**src/rtl/imm_narrow_unit.sv**
```systemverilog
// imm_narrow_unit
// Narrows an M-bit immediate to N bits through a two-stage valid/ready
// pipeline and reports whether the narrowed value represents the input
// exactly, under either unsigned (U=1) or signed (U=0) interpretation.
//
// Build option: IMM_NARROW_SAT_EN
//   defined   -> out-of-range words saturate to the nearest representable value
//   undefined -> out-of-range words are truncated to immediateIN[N-1:0]
//
// Ports
//   clk           rising-edge clock
//   rst           synchronous active-high reset
//   U             1 = unsigned range check, 0 = signed range check
//   immediateIN   wide input value (M bits)
//   in_valid      input word valid
//   in_ready      block accepts a word this cycle
//   immediateOUT  narrowed value (N bits)
//   out_fits      1 = immediateOUT exactly represents the input
//   out_valid     immediateOUT/out_fits valid
//   out_ready     consumer accepts output
//   clr_count     synchronous clear of ovf_count
//   ovf_count     saturating count of accepted words that did not fit
module imm_narrow_unit #(
   parameter int N = 16,
   parameter int M = 32
) (
   input  logic         clk,
   input  logic         rst,
   input  logic         U,
   input  logic [M-1:0] immediateIN,
   input  logic         in_valid,
   output logic         in_ready,
   output logic [N-1:0] immediateOUT,
   output logic         out_fits,
   output logic         out_valid,
   input  logic         out_ready,
   input  logic         clr_count,
   output logic [15:0]  ovf_count
);

   // S1 keeps only what S2 needs: the low bits, the sign bit and the mode.
   logic         s1_valid;
   logic [N-1:0] s1_lo;
   logic         s1_msb;
   logic         s1_u;
   logic         s1_fit;

   logic         fit_in;
   logic         s2_adv;
   logic         s1_adv;
   logic         in_fire;
   logic [N-1:0] narrow_val;

   always_comb begin
      fit_in = 1'b0;
      if (U)
         fit_in = ~|immediateIN[M-1:N];
      else
         fit_in = (&immediateIN[M-1:N-1]) | (~|immediateIN[M-1:N-1]);
   end

   assign s2_adv   = !out_valid || out_ready;
   assign s1_adv   = s1_valid && s2_adv;
   // Held low during reset so nothing is accepted while the pipe is cleared.
   assign in_ready = !rst && (!s1_valid || s1_adv);
   assign in_fire  = in_valid && in_ready;

`ifdef IMM_NARROW_SAT_EN
   always_comb begin
      narrow_val = s1_lo;
      if (!s1_fit) begin
         if (s1_u)
            narrow_val = {N{1'b1}};
         else if (!s1_msb)
            narrow_val = {1'b0, {(N-1){1'b1}}};
         else
            narrow_val = {1'b1, {(N-1){1'b0}}};
      end
   end
`else
   assign narrow_val = s1_lo;
   logic unused_sat_inputs;
   assign unused_sat_inputs = ^{s1_msb, s1_u};
`endif

   always_ff @(posedge clk) begin
      if (rst) begin
         s1_valid     <= 1'b0;
         s1_lo        <= '0;
         s1_msb       <= 1'b0;
         s1_u         <= 1'b0;
         s1_fit       <= 1'b0;
         out_valid    <= 1'b0;
         immediateOUT <= '0;
         out_fits     <= 1'b0;
         ovf_count    <= '0;
      end else begin
         if (s2_adv) begin
            out_valid <= s1_valid;
            if (s1_valid) begin
               immediateOUT <= narrow_val;
               out_fits     <= s1_fit;
            end
         end

         // in_ready already means S1 is empty or draining this cycle.
         if (in_ready)
            s1_valid <= in_valid;
         if (in_fire) begin
            s1_lo  <= immediateIN[N-1:0];
            s1_msb <= immediateIN[M-1];
            s1_u   <= U;
            s1_fit <= fit_in;
         end

         if (clr_count)
            ovf_count <= '0;
         else if (in_fire && !fit_in && (ovf_count != 16'hFFFF))
            ovf_count <= ovf_count + 16'd1;
      end
   end

endmodule

```
**config.mk**
```make
export PLATFORM = sky130hd
export DESIGN_NAME = imm_narrow_unit
export DESIGN_NICKNAME = d
export VERILOG_FILES = /design/src/rtl/imm_narrow_unit.sv
export SDC_FILE = /design/constraint.sdc
export NUM_CORES = 1
export LEC_CHECK = 0
export ABC_AREA = 1
export CAP_MARGIN = 20
export CORE_ASPECT_RATIO = 0.7
export CORE_MARGIN = 5
export CORE_UTILIZATION = 38
export CTS_CLUSTER_DIAMETER = 150
export CTS_CLUSTER_SIZE = 28
export DETAILED_ROUTE_END_ITERATION = 10
export HOLD_SLACK_MARGIN = 0.02
export PLACE_DENSITY = 0.67
export REMOVE_ABC_BUFFERS = 1
export SYNTH_ARGS = -nofsm -noshare
export SYNTH_HDL_FRONTEND = slang
export SYNTH_SLANG_ARGS = --single-unit
```
**constraint.sdc**
```tcl
create_clock -name clk -period 2.1 [get_ports clk]
set_input_delay 0.42 -clock clk [delete_from_list [all_inputs] [get_ports clk]]
set_output_delay 0.42 -clock clk [all_outputs]
set_load 0.01 [all_outputs]
```
==> results_dict.tcl <==
set metrics [dict create \
    ctsHoldBuffers 0 \
    drc_errors 0 \
    drive_gt1_share_pct 7.366 \
    clk_pin_slew_ns 0.09 \
    die_h_um 77.08 \
    synth-seq-cells 52 \
    fin_crit_ns 1.877 \
    maxCapViolCount 0 \
    die_area_um2 8156 \
    final_antenna_net_count 0 \
    report.final.slew_viol_count 0 \
    routed_via_density 4.681 \
    timing.final.crit_share_pct 89.39 \
    crit_path_frequent_cell "inv_1" \
    powerDensity_nw_per_um2 595.5 \
    gr-total-overflow 0 \
    hold_viol 0 \
    final_cells 526 \
    avgSynthCellArea_um2 6.619 \
    synth.distinct_cells 27 \
    post-place-ws_ns -0.05946 \
    cts_resized 1 \
    grt_pass1_wl_mm 10.21 \
    finalWorstSetupSlack_ns 0.2228 \
    grt_pass1_vias 2220 \
    fill_cells 618 \
    crit_path_max_incr_delay_ns 0.47 \
    setup-violations-final 0 \
    ys.flop_type "dfxtp_1" \
    final_util_pct 54.39 \
    drtIter0Drc 124 \
    h-tree-depth 2 \
    fin_skew_ns 0.006958 \
    dr.pass1.iters 4 \
    antenna_cells 0 \
    grt_max_degree 34 \
    crit_path_end_kind "output pin" \
    critPathSlowestCell "clkdlybuf4s50_1" \
    reg2reg_from "ovf_count[1]" \
    wl_per_cell_um 11.61 \
    track_usage_pct 14.99 \
    cts-root-buf "clkbuf_8" \
    core-area_um2 6246 \
    r2r_slack_ns 0.44 \
    power.total_uw 2023 \
    die_w_um 105.8 \
    path_class "primary input to output pin" \
    max_freq_mhz 532.7 \
    startpoint "out_ready" \
    syn_inst 369 \
    yosysWarnings 0 \
    post-dp-hpwl_mm 4.564 \
    p_leak_uw 0.001330 \
    crit_path_end "in_ready" \
    hp-class "register to register" \
    cts_buffers 5 \
    clk_latency_ns 0.30 \
    whs_path_depth 2 \
    antenna_found_initial 0 \
    timing.rr.end "ovf_count[0]" \
    areaGrowthSynthToFinish_pct 39.09 \
    seq_area_frac_synth_pct 42.62 \
    final_net_count 486 \
    dpl.cell_count 518 \
    start_util_pct 39.10 \
    r2r_cells 8 \
    peakVddDrop_mv 0.3412 \
    outcome "finished clean" \
    cp-start-kind "primary input" \
    cp.required_ns 1.68 \
    wirelength_mm 6.105 \
    place.port_buffers 72 \
    fin_hold_ws_ns 0.4713 \
    ios 73 \
    arrival_ns 1.46 \
    place.gp.congestion 0.8168 \
    cts_setup_buffers 0 \
    ys_async_sr_fraction_pct 0 \
    vias 2462 \
    max-slew-margin-rel_pct 80.90 \
    clock_tree.buffer_depth 2 \
    num_rows 24 \
    syn-cell-area_um2 2442 \
    cts_tree "yes" \
    worstPathCellList "clkdlybuf4s50_1, inv_1, nand3_1, nand2_2, inv_1, dlygate4sd2_1" \
    path_max_fanout 2 \
    rsz0062_at_grt "false" \
    tightest_slew_ns 0.2843 \
    synth_edf_count 0 \
    cts.sinks 52 \
]
cells by family (layout without fill, tap and decap cells):
family                   count (synthesis)  count (layout)  synth area share (%)
flip-flops                              52              52                 42.62
adder cells (fa/ha/maj)                  1               1                0.5122
buffers and inverters                   40             119                 6.813
AO/OA/AOI/OAI                           47              47                 9.836
AND/OR/NAND/NOR                        229             229                 40.22
state kept, by name (all words and copies together), names as in the netlist:
name	cells
immediateOUT	16
out_valid	1
s1_valid	1
s1_fit	1
narrow_val	16
out_fits	1
ovf_count	16
metrics by stage:
stage | TNS, ns | instance area [um^2]
after floorplan | 0 | 2385
after detailed placement | -0.1488 | 3291
final | 0 | 3397
after CTS | 0 | 3397
after global placement | -0.1319 | 3291
after global routing | 0 | 3397
cell usage after synthesis, types with 3 or more instances:
master,number,area share (%)
a21oi_1,7,1.4
o21ai_0,37,7.6
nand3_2,3,1.2
nand2_2,3,0.77
inv_1,27,4.1
nand2_1,105,16
clkbuf_1,6,0.92
nand3_1,11,2.3
dfxtp_1,52,43
nor2_2,5,1.3
nor2_1,89,14
nand4_1,6,1.5
metal layers:
| layer | vias up | GRT usage (%) | share of wire (%) |
|---|---|---|---|
| li1 | 1311 | - | - |
| met1 | 1091 | 20.60 | 51 |
| met2 | 55 | 24.05 | 43 |
| met3 | 5 | 3.020 | 5.6 |
| met4 | 0 | 3.881 | 0.85 |
| met5 | - | 0 | 0 |
worst min path at each step:
stage / from / endpoint / slack (ns)
2_1_floorplan: s1_fit / out_fits / 0.43
3_3_place_gp: s1_fit / out_fits / 0.44
3_5_place_dp: s1_fit / out_fits / 0.46
4_1_cts: s1_fit / out_fits / 0.47
5_1_grt: s1_fit / out_fits / 0.51
6_report: s1_fit / out_fits / 0.47
layout make-up:
class	instances	area (um^2)	area share, %
Clock inverter	2	35.03	1.031
Timing Repair Buffer	82	807.0	23.76
Sequential cell	52	1041	30.64
Tap cell	78	97.59	2.873
Clock buffer	6	72.57	2.136
Multi-Input combinational cell	277	1235	36.35
Inverter	29	108.9	3.204
cell usage in the layout (no fill, tap or decap):
master           synthesis  routed
buf_12                   0       1
clkdlybuf4s50_1          0      71
nand4_1                  6       6
nor2_4                   1       1
nand3_2                  3       3
clkbuf_1                 6       1
o21ai_1                  1       1
inv_2                    1       1
o21bai_1                 2       2
nor2_8                   1       1
o21ai_0                 37      37
buf_4                    2       9
and2_1                   1       1
nor3_1                   2       2
nor2_2                   5       5
dfxtp_1                 52      52
bufinv_16                0       1
nand3_1                 11      11
clkinv_1                 1       1
clkinv_2                 0       1
clkbuf_8                 0       5
nand4_2                  1       1
a21oi_1                  7       7
ha_1                     1       1
inv_1                   27      27
nand2_2                  3       3
nand4_4                  1       1
dlygate4sd2_1            0       1
nand2_1                105     105
nor2_1                  89      89
critical path, delay by kind of cell:
family                 cells  cell delay (ns)
buffers and inverters      4             0.83
and+or+nand+nor            2             0.19
where the power goes:
part           total (uW)  internal, uW  switching, uW
sequential           1060          1040           24.7
clock                 674           354            320
combinational         288           158            131
Note: power is estimated with default switching activity, not from simulation.
==> variant (same settings) <==
Set the parameter `M` to 48 (it was 32).
--- a/src/rtl/imm_narrow_unit.sv
+++ b/src/rtl/imm_narrow_unit.sv
@@ -24,3 +24,3 @@
    parameter int N = 16,
-   parameter int M = 32
+   parameter int M = 48
 ) (
Ports: changed (resized immediateIN); port bits go from 73 to 89. The function was not compared with the original's and may differ.
==> variant against the original RTL <==
  * Setup slack lost 0.046 ns
  * Sequential cell count stayed put
  * Critical endpoint is now ovf_count[0]
  * Final area grew 9.7%
  * Total power shrank 1.5%
  * Routed wire length increased by 9.9%
  * Combinational power up 16%
  * Area after synthesis up 7.0%
  * Worst hold slack worse by 0.0062 ns
  * Sequential share of layout area down 2.7 points
==> variant: results (changes against the original RTL) <==
| Metric | Value |
|---|---|
| Worst Path Max Fanout | 28 (+26) |
| R2R depth | 12 (+4) |
| Internal power component | 1.47 mW (-5.1%) |
| Post-synthesis cell type count | 28 (+3.7%) |
| Sequential Power Share | 53.2% (+0.8 points) |
| Xor/xnor share of the synthesized area | 0.335% (+0.34 points) |
| PD cells | 534 nW/um2 (-10%) |
| Cells after Synth | 409 (+11%) |
| Met2 usage | 25.4% (+1.3 points) |
| Gr usage total | 15.9% (+0.90 points) |
| Top post-synthesis cells by count | nand2_1 (103), nor2_1 (81), inv_1 (54) |
| Synth Area in Adders | 0.479% (-0.034 points) |
| Worst Setup EP | ovf_count[0] |
| Number of port buffers | 88 (+22%) |
| Metal-1 WL | 3270 um (+5.9%) |
| Synth top area cells | dfxtp_1 (40%), nand2_1 (15%), nor2_1 (12%) |
| Clock skew | 0.00617 ns (-0.000791 ns) |
| Vias in the first global route | 2487 (+12%) |
| Worst vdd ir | 0.290 mV (-15%) |
| R2R Setup Slk | 0.31 ns (-0.13 ns) |
| Crit path from | immediateIN[20] |
| Nets | 558 (+15%) |
| Worst hold path startpoint | narrow_val[15] |
| Pleak | 1.55 nW (+17%) |
| Layout fillers | 681 (+10%) |
| Placed Instance Area | 3620 um2 (+10%) |
| Placed insts | 589 (+14%) |
| Final period utilization | 91.6% (+2.2 points) |
| Met3 routed WL | 437 um (+27%) |
| Hold WS | 0.465 ns (-0.00622 ns) |
| Dpl ws | -0.288 ns (-0.228 ns) |
| Cts repair resizes | 1 (unchanged) |
| Max clock buf depth | 2 (unchanged) |
| Pin count of the biggest net entering global routing | 35 (+2.9%) |
| Drt wl/cell | 11.2 um (-3.3%) |
| RD Place Congestion | 0.819 (+0.21%) |
| Met3 Use GR | 4.28% (+1.3 points) |
| Reg-to-reg startpoint | ovf_count[0] |
| Vias/cell | 4.58 (-2.1%) |
| Starting DRT DRC Count | 89 (-28%) |
| WHS Endpoint | narrow_val[15] |
| Worst slew pin tran | 0.628 ns (+0.343 ns) |
| DR WL met2 | 2950 um (+13%) |
| FF-to-FF End | ovf_count[15] |
| Global-route wire length before repair | 11200 um (+9.8%) |
| Clock power frac | 30.0% (-3.3 points) |
| Status | finished, final reports clean |
| Layout Cells excl Fill | 598 (+14%) |
| Compound-cell area share of the yosys netlist | 8.28% (-1.6 points) |
| Share of cells above drive strength 1 | 7.34% (-0.025 points) |
| Hpwl dp | 5050 um (+11%) |
| WP data arrival | 2.13 ns (+0.67 ns) |
-- variant: cell types whose count changed in the layout (fill, tap and decap cells not counted), sizes merged, moves of 2 or more --
cell           before  now
inv                28   59
clkdlybuf4s50      71   87
nand3              14   28
nor2               96   88
nand4               8   14
o21ai              38   33
buf                10   12
o21bai              2    0
-- variant: worst max-delay path, stage by stage --
cell and delay [ns]:
clkdlybuf4s50_1 0.42, or2_1 0.23, nor2_1 0.10, inv_1 0.07, nor2_4 0.19, nand2_2 0.08
nand2_2 0.08, nand2_4 0.17, nand3_1 0.19, nand2_1 0.07, nand2_1 0.06, nor2_1 0.04
-- variant: area by class of cell --
cell class                 count  area, um2  share of cell area (%)
timing repair buffer         100        970                    26.0
sequential                    52       1040                    27.9
inverter                      58        218                    5.84
clock buffer                   5       68.8                    1.85
tap                           94        118                    3.16
multi-input combinational    286       1290                    34.5
clock inverter                 3       25.0                   0.671
